--- src/rtl/uart_pkg.sv ---
// Shared constants, rx FSM encoding and width helper for the UART blocks.
package uart_pkg;

  localparam int unsigned PAR_NONE = 0;
  localparam int unsigned PAR_ODD  = 1;
  localparam int unsigned PAR_EVEN = 2;

  typedef enum logic [2:0] {
    ST_IDLE,
    ST_START,
    ST_DATA,
    ST_PARITY,
    ST_STOP,
    ST_RESYNC
  } rx_state_e;

  // Ceiling log2, never below 1 so that counters always have at least one bit.
  function automatic int unsigned clog2(input int unsigned v);
    int unsigned r;
    int unsigned p;
    r = 0;
    p = 1;
    while (p < v) begin
      p = p << 1;
      r = r + 1;
    end
    return (r == 0) ? 1 : r;
  endfunction

endpackage

--- src/rtl/uart_baud_tick.sv ---
// Oversampling tick generator: one-clk tick every TICK_DIV clocks, restartable.
module uart_baud_tick
  import uart_pkg::*;
#(
  parameter int unsigned CLK_FREQ   = 50000000,
  parameter int unsigned BAUD_RATE  = 9600,
  parameter int unsigned OVERSAMPLE = 16
) (
  input  logic clk,
  input  logic rst,
  input  logic restart,
  output logic tick
);

  localparam int unsigned TICK_DIV = CLK_FREQ / (BAUD_RATE * OVERSAMPLE);
  localparam int unsigned CW       = clog2(TICK_DIV);

  logic [CW-1:0] cnt;

  // Free-running divider; restart realigns the phase to the start edge.
  always_ff @(posedge clk) begin
    if (rst || restart) begin
      cnt  <= '0;
      tick <= 1'b0;
    end else if (cnt == CW'(TICK_DIV - 1)) begin
      cnt  <= '0;
      tick <= 1'b1;
    end else begin
      cnt  <= cnt + 1'b1;
      tick <= 1'b0;
    end
  end

endmodule

--- src/rtl/uart_rx_cfg.sv ---
// Configurable UART receiver: 5..9 data bits, optional parity, 1/2 stop bits,
// oversampled with 3-sample majority vote, error/break reporting and resync.
module uart_rx_cfg
  import uart_pkg::*;
#(
  parameter int unsigned CLK_FREQ   = 50000000,
  parameter int unsigned BAUD_RATE  = 9600,
  parameter int unsigned DATA_BITS  = 8,
  parameter int unsigned PARITY     = 0,
  parameter int unsigned STOP_BITS  = 1,
  parameter int unsigned OVERSAMPLE = 16
) (
  input  logic                 clk,
  input  logic                 rst,
  input  logic                 rx_serial,
  output logic                 rx_active,
  output logic [DATA_BITS-1:0] rx_data,
  output logic                 rx_done,
  output logic                 parity_err,
  output logic                 frame_err,
  output logic                 break_det
);

  localparam int unsigned OSW = clog2(OVERSAMPLE);
  localparam int unsigned MID = OVERSAMPLE / 2;
  localparam int unsigned BIW = clog2(DATA_BITS);

  rx_state_e            state;
  logic [1:0]           sync_ff;
  logic                 sync_rx;
  logic                 tick;
  logic                 restart_c;
  logic [OSW-1:0]       samp_cnt;
  logic                 s_early;
  logic                 s_mid;
  logic [BIW-1:0]       bit_idx;
  logic                 stop_idx;
  logic [DATA_BITS-1:0] shreg;
  logic                 par_pend;
  logic                 frm_pend;
  logic                 brk_pend;

  logic decide_c;
  logic bit_end_c;
  logic vote_c;
  logic exp_par_c;
  logic brk_now_c;
  logic frm_now_c;

  assign sync_rx = sync_ff[1];

  // Two-flop synchronizer; resets to the idle (high) line level.
  always_ff @(posedge clk) begin
    if (rst) sync_ff <= 2'b11;
    else     sync_ff <= {sync_ff[0], rx_serial};
  end

  // Bit phase is realigned on the falling edge that starts a frame.
  assign restart_c = (state == ST_IDLE) && !sync_rx;

  uart_baud_tick #(
    .CLK_FREQ  (CLK_FREQ),
    .BAUD_RATE (BAUD_RATE),
    .OVERSAMPLE(OVERSAMPLE)
  ) u_tick (
    .clk    (clk),
    .rst    (rst),
    .restart(restart_c),
    .tick   (tick)
  );

  // Bit decision, expected parity and frame-end error terms.
  always_comb begin
    decide_c  = tick && (samp_cnt == OSW'(MID + 1));
    bit_end_c = tick && (samp_cnt == OSW'(OVERSAMPLE - 1));
    vote_c    = (s_early & s_mid) | (s_early & sync_rx) | (s_mid & sync_rx);
    exp_par_c = (PARITY == PAR_EVEN) ? ^shreg : ~^shreg;
    brk_now_c = (stop_idx == 1'b0) ? (brk_pend & ~vote_c) : brk_pend;
    frm_now_c = frm_pend | ~vote_c;
  end

  // Receive FSM with sample counter, shift register and registered outputs.
  always_ff @(posedge clk) begin
    if (rst) begin
      state      <= ST_IDLE;
      samp_cnt   <= '0;
      s_early    <= 1'b1;
      s_mid      <= 1'b1;
      bit_idx    <= '0;
      stop_idx   <= 1'b0;
      shreg      <= '0;
      par_pend   <= 1'b0;
      frm_pend   <= 1'b0;
      brk_pend   <= 1'b0;
      rx_active  <= 1'b0;
      rx_data    <= '0;
      rx_done    <= 1'b0;
      parity_err <= 1'b0;
      frame_err  <= 1'b0;
      break_det  <= 1'b0;
    end else begin
      rx_done <= 1'b0;
      if (tick) samp_cnt <= (samp_cnt == OSW'(OVERSAMPLE - 1)) ? '0 : samp_cnt + 1'b1;
      if (tick && (samp_cnt == OSW'(MID - 1))) s_early <= sync_rx;
      if (tick && (samp_cnt == OSW'(MID)))     s_mid   <= sync_rx;

      case (state)
        ST_IDLE: begin
          if (!sync_rx) begin
            state     <= ST_START;
            rx_active <= 1'b1;
            samp_cnt  <= '0;
            bit_idx   <= '0;
            stop_idx  <= 1'b0;
            par_pend  <= 1'b0;
            frm_pend  <= 1'b0;
            brk_pend  <= 1'b1;
          end
        end

        ST_START: begin
          if (decide_c && vote_c) begin
            state     <= ST_IDLE;
            rx_active <= 1'b0;
          end else if (bit_end_c) begin
            state <= ST_DATA;
          end
        end

        ST_DATA: begin
          if (decide_c) begin
            shreg    <= {vote_c, shreg[DATA_BITS-1:1]};
            brk_pend <= brk_pend & ~vote_c;
          end
          if (bit_end_c) begin
            if (bit_idx == BIW'(DATA_BITS - 1))
              state <= (PARITY != PAR_NONE) ? ST_PARITY : ST_STOP;
            else
              bit_idx <= bit_idx + 1'b1;
          end
        end

        ST_PARITY: begin
          if (decide_c) begin
            par_pend <= (vote_c != exp_par_c);
            brk_pend <= brk_pend & ~vote_c;
          end
          if (bit_end_c) state <= ST_STOP;
        end

        ST_STOP: begin
          if (decide_c) begin
            if (stop_idx == 1'(STOP_BITS - 1)) begin
              // Frame end at the final stop-bit decision; rest of the bit is skipped.
              rx_done    <= 1'b1;
              rx_data    <= shreg;
              parity_err <= par_pend;
              frame_err  <= frm_now_c;
              break_det  <= brk_now_c;
              rx_active  <= 1'b0;
              samp_cnt   <= '0;
              state      <= frm_now_c ? ST_RESYNC : ST_IDLE;
            end else begin
              frm_pend <= frm_now_c;
              brk_pend <= brk_now_c;
            end
          end
          if (bit_end_c) stop_idx <= 1'b1;
        end

        ST_RESYNC: begin
          // samp_cnt counts consecutive high ticks here.
          if (tick) begin
            if (!sync_rx)
              samp_cnt <= '0;
            else if (samp_cnt == OSW'(OVERSAMPLE - 1))
              state <= ST_IDLE;
          end
        end

        default: state <= ST_IDLE;
      endcase
    end
  end

endmodule

--- config.mk ---
export PLATFORM = sky130hd
export DESIGN_NAME = uart_rx_cfg
export DESIGN_NICKNAME = d
export VERILOG_FILES = /design/src/rtl/uart_pkg.sv /design/src/rtl/uart_baud_tick.sv /design/src/rtl/uart_rx_cfg.sv
export SDC_FILE = /design/constraint.sdc
export NUM_CORES = 1
export LEC_CHECK = 0
export CAP_MARGIN = 15
export CELL_PAD_IN_SITES_DETAIL_PLACEMENT = 0
export CELL_PAD_IN_SITES_GLOBAL_PLACEMENT = 1
export CORE_ASPECT_RATIO = 1.1
export CORE_MARGIN = 4
export CORE_UTILIZATION = 43
export CTS_BUF_LIST = sky130_fd_sc_hd__clkbuf_4
export DETAILED_ROUTE_END_ITERATION = 6
export HOLD_SLACK_MARGIN = 0.05
export PLACE_DENSITY_LB_ADDON = 0.08
export REMOVE_ABC_BUFFERS = 1
export SKIP_LAST_GASP = 1
export SLEW_MARGIN = 20
export SYNTH_ARGS = -nofsm -noshare
export SYNTH_HDL_FRONTEND = slang
export SYNTH_SLANG_ARGS = --single-unit
--- constraint.sdc ---
create_clock -name clk -period 1.96 [get_ports clk]
set_clock_uncertainty 0.2 [all_clocks]
set_input_delay 0.196 -clock clk [delete_from_list [all_inputs] [get_ports clk]]
set_output_delay 0.196 -clock clk [all_outputs]
set_load 0.01 [all_outputs]
-- Word-level counts from Yosys, hierarchy flattened
Cells that the tools add are included.
- input bits: 3
- register bits after elaboration: 49
- memories: 0
- word-level logic and storage cells: 132
- ROM bits: 0
- bits in latches: 0
- bits in writable memories: 0
- bitwise gates (word level): 11
- shifts and indexed selects: 0
- equality and inequality tests: 28
- multipliers: 0
- $lt $le $gt $ge: 0
- reductions and logical operators: 27
- div/mod/pow operators: 0
- mux-type cells: 44
- add/subtract/negate cells: 3
- operators by type and width (cell ; number):
    3-bit two-way mux ; 15
    2-bit != test (second input constant) ; 13
    4-bit two-way mux ; 6
    3-bit case mux with 6 select lines ; 1
    1-bit two-way mux ; 15
    4-bit equality test (second input constant) ; 3
    4-bit case mux with 3 select lines ; 1
    10-bit AND reduction ; 1
    5-bit AND reduction ; 2
    9-bit by 1-bit adder with 9-bit output (second input constant) ; 1
    3-bit equality test (second input constant) ; 3
    9-bit equality test (second input constant) ; 1
    3-bit AND reduction ; 3
    4-bit AND reduction ; 2
    8-bit XNOR reduction ; 1
    3-bit by 2-bit equality test with 1-bit output (second input constant) ; 2
    1-bit logical AND ; 6
    1-bit case mux with 2 select lines ; 3
    1-bit case mux with 3 select lines ; 2
    3-bit case mux with 2 select lines ; 1
    2-bit nonzero test ; 3
    3-bit nonzero test ; 2
    4-bit by 1-bit adder with 4-bit output (second input constant) ; 1
    1-bit bitwise AND ; 4
    other kinds (14) ; 21

-- Longest topological paths before layout
- depth after elaboration: 9
- depth in mapped cells: 7
- mapped depth without buffers: 6

-- Cells and area by module
From an unflattened synthesis, not the netlist that was laid out.
- cell total of the unflattened synthesis: 256
- area, all modules: 2228.4 µm²
- modules (own cells, without submodules) (module ; instances ; area each (µm²) ; sequential area each (µm²) ; cells an instance):
    uart_rx_cfg ; 1 ; 1786.7 ; 780.7 ; 208
    uart_baud_tick ; 1 ; 441.7 ; 200.2 ; 48

-- Worst setup path after synthesis
Ideal clock, no wire load.
- path kind: reg2reg
- start point: reg samp_cnt[0]
- end point: reg state[0]
- arrival: 1.727 ns
- period minus slack after synthesis: 2.048 ns
- cell stages (with the launch flop): 6
- slack: -0.088 ns
- library setup time: 0.121 ns
- data required time: 1.639 ns
- path through: dfxtp_1 -> ha_1 -> nand4_1 -> o2111a_1 -> nor4_4 -> mux2_4
- longest elaborated chain between the ends: 5
- elaborated cells on any way between the ends: 13
- those cells by class: 7 x eq/ne; 2 x mux; 4 x reduce/logical
- RTL lines (element ; RTL line ; RTL):
    from (decl) ; uart_rx_cfg.sv:33 ; logic [OSW-1:0] samp_cnt;
    from (signal assigned) ; uart_rx_cfg.sv:103 ; if (tick) samp_cnt <= (samp_cnt == OSW'(OVERSAMPLE - 1)) ? '0 : samp_cnt + 1'b1;
    4-bit equality test ; uart_rx_cfg.sv:74 ; decide_c = tick && (samp_cnt == OSW'(MID + 1));
    1-bit logical AND ; uart_rx_cfg.sv:74 ;
    1-bit logical AND ; uart_rx_cfg.sv:122 ; if (decide_c && vote_c) begin
    3-bit != test (no source line) / 3-bit two-way mux (equally long branches) ; - ;
    10-bit AND reduction (no source line) / 3-bit case mux with 6 select lines (equally long branches) ; - ;
    to (signal assigned) ; uart_rx_cfg.sv:137 ; state <= (PARITY != PAR_NONE) ? ST_PARITY : ST_STOP;
    to (signal assigned) ; uart_rx_cfg.sv:162 ; state <= frm_now_c ? ST_RESYNC : ST_IDLE;
    to (decl) ; uart_rx_cfg.sv:28 ; rx_state_e state;
Parallel ways exist; a longest one is shown, timed or not.
A chain may end at the register's enable or synchronous reset.

-- Worst setup path after layout
- start point: reg samp_cnt[1]
- end point: reg state[0]
The elaborated chain is that of the path after synthesis.

==> metrics.txt <==
crit end category flop; share of cells above drive strength 1 20.83%; clock root cell clkbuf_4; Worst Hold End sync_ff[0]; Max stage delay on crit path 0.36 ns; Synth async-reset ratio 0%; RSZ-0062 raised after global routing true; Critical-path top delay cell dfxtp_2; Max FO, Critical Path 4; number of synthesized register bits 49; HPWL Detailed 3612 um; vias in the first global route 1,883; final setup vio count 0; routability cong. 0.8505; # port buffers 15; Seq/Total Area, Yosys 41.64%; final setup margin 0.01577 ns; CTS tree built; Final Non-Filler Cells 363; crit path DAT 2.00 ns; M1 wire length 2518 um; GR Overflow Total 0; Tightest Pin Transition 0.3747 ns; full die area 6729 um^2; Slew headroom 74.97%; post-route ant nets 0; Rows 28; DR WL met3 105 um; Via density 5.198; Syn. warnings 0; DRC 0; clk buf depth 2; clock sink count 49; largest net degree at the start of global routing 23; TritonRoute pass-1 iters 4; Mapped Cells 250; H-tree depth 2; Cell Pwr Density 711.5 nW/um^2; max-slew violation count 0; reg2reg path depth 6; max frequency 0.5143 GHz; first-pass GRT wire length 8742 um; DR WL/cell 13.91 um; Max Cap Viol 0; placed cells 354; number of synthesized flops with an enable pin 0; top routing layer in use met4; worst path cell trace inv_2 -> ha_4 -> and4b_2 -> a311oi_4 -> nor4_4 -> mux2_4; Synth Area per Inst 9.424 um^2; design area 2828 um^2; First DRT Iteration DRCs 71; dpl ws -0.03882 ns; Peak VDD IR 351.0 uV; Antenna Cells 0; Most used DFF post-synth dfxtp_1; most frequent cells in the layout dfxtp_1 (47), nor2_1 (29), buf_4 (29), nand2_1 (16); reg-to-reg critical path startpoint samp_cnt[1]; Crit Path Class reg2reg; Critical Path RT 2.01 ns; mapped cell area 2356 um^2; initial antenna violation count 0; initial core utilization 43.95%; IO Pins 16; GRT Overall Usage 16.20%; DP Area 2733 um^2; Leak 1.017 nW; outcome completed; final hold slack 0.2112 ns; via count 1,887; hold path depth 2; hold path start rx_serial; reg2reg end state[0]; # nets final 298; commonest non-fill, non-tap cell in the layout dfxtp_1; Chip Height 85.64 um; Synth cell types 52; Num CTS Buffers 5; Area growth, synth to finish 20.02%; WL met2 2341 um; Skew-Pair Late Insertion Delay 0.35 ns; area of the core 5360 um^2; startpoint class of the critical path flop; fin crit share 99.20%; routed wire length 5049 um; Die W 78.58 um; R2R setup slack 0.02 ns; Hold Violations, Final 0; Hold Path Class in2reg; Worst-path clk slew 0.13 ns; crit path time final 1.944 ns
==> where the power goes <==
part	switching, mW	internal, mW
Clock	0.289	0.145
Sequential	0.0546	1.03
Combinational	0.248	0.245
Total	0.592	1.42
==> routing by layer <==
layer / up-vias / global-route usage, %
met5: - / 0
met4: 0 / 5.405
met3: 7 / 3.256
met2: 18 / 26.25
met1: 900 / 21.55
li1: 962 / -
==> registers in the layout (all words and copies together), names as in the netlist <==
signal,cells
bit_idx,3
brk_pend,1
stop_idx,1
samp_cnt,4
s_early,1
state,3
shreg,8
s_mid,1
rx_active,1
u_tick.tick,1
rx_data,8
u_tick.cnt,9
frm_pend,1
rx_done,1
par_pend,1
break_det,1
sync_ff,2
frame_err,1
parity_err,1
==> cells in the mapped netlist, types with 2 or more instances <==
master	count	area [um^2]
a21oi_1	16	80.08
a311oi_4	2	52.55
a31oi_1	3	18.77
and3_1	2	12.51
and4_1	2	17.52
buf_2	3	15.01
buf_6	4	45.04
clkbuf_1	6	22.52
dfxtp_1	49	980.9
ha_1	7	87.58
inv_1	10	37.54
mux2i_1	13	130.1
nand2_1	17	63.81
nand2b_1	2	12.51
nand3_1	13	65.06
nand4_1	5	31.28
nand4b_1	5	43.79
nor2_1	29	108.9
nor3_1	2	10.01
nor4_1	4	25.02
nor4bb_1	2	20.02
o211ai_1	3	22.52
o21ai_0	6	30.03
o22ai_1	2	12.51
or2_2	4	25.02
xnor2_1	6	52.55
xor2_1	8	70.07
==> through the flow <==
stage | total power, mW | setup TNS [ns] | util [%]
after CTS | 2.040 | 0 | 52.31
final | 2.012 | 0 | 52.75
after global routing | 2.128 | -0.1243 | 52.75
after floorplan | 1.392 | -3.461 | -
after global placement | 1.594 | 0 | 50.98
after detailed placement | 1.588 | -0.04603 | 50.98
==> worst max-delay path, delay by kind of cell (launching register included) <==
family / cells / cell delay (ns)
adder cells (fa/ha/maj): 1 / 0.12
flip-flops: 1 / 0.36
buffers and inverters: 1 / 0.07
AND/OR/NAND/NOR: 2 / 0.64
AO/OA/AOI/OAI: 1 / 0.14
multiplexers: 1 / 0.32
==> kinds of logic after synthesis <==
family | share of synthesized area (%)
flops | 41.64
mux | 6.160
simple gates | 22.89
fa+ha+maj | 4.195
compound gates | 13.54
buf+inv | 5.417
xor+xnor | 6.160
==> cell type report <==
cell class | instances | area (um^2)
fill | 509 | 2532
multi-input combinational | 177 | 1274
timing repair buffer | 45 | 387.9
sequential | 49 | 985.9
inverter | 10 | 37.54
tap | 75 | 93.84
clock inverter | 1 | 3.754
clock buffer | 6 | 45.04
==> timing repair <==
action	4_1_cts	5_1_grt
hold buffers	0	0
pin swaps	2	2
buffers inserted	1	1
endpoints found under the setup margin	2	13
gates resized for setup	5	6
==> worst max path at each step <==
stage | from | endpoint | slack, ns | depth (start not counted)
global placement | samp_cnt[1] | samp_cnt[3] | 0.003 | 7
CTS | samp_cnt[0] | state[0] | 0.003 | 5
global route | samp_cnt[1] | state[1] | -0.06 | 7
detailed placement | samp_cnt[1] | samp_cnt[3] | -0.04 | 7
floorplan | state[1] | state[0] | -0.42 | 4
finish | samp_cnt[1] | state[0] | 0.02 | 6
Power figures use the tool's default switching activity.
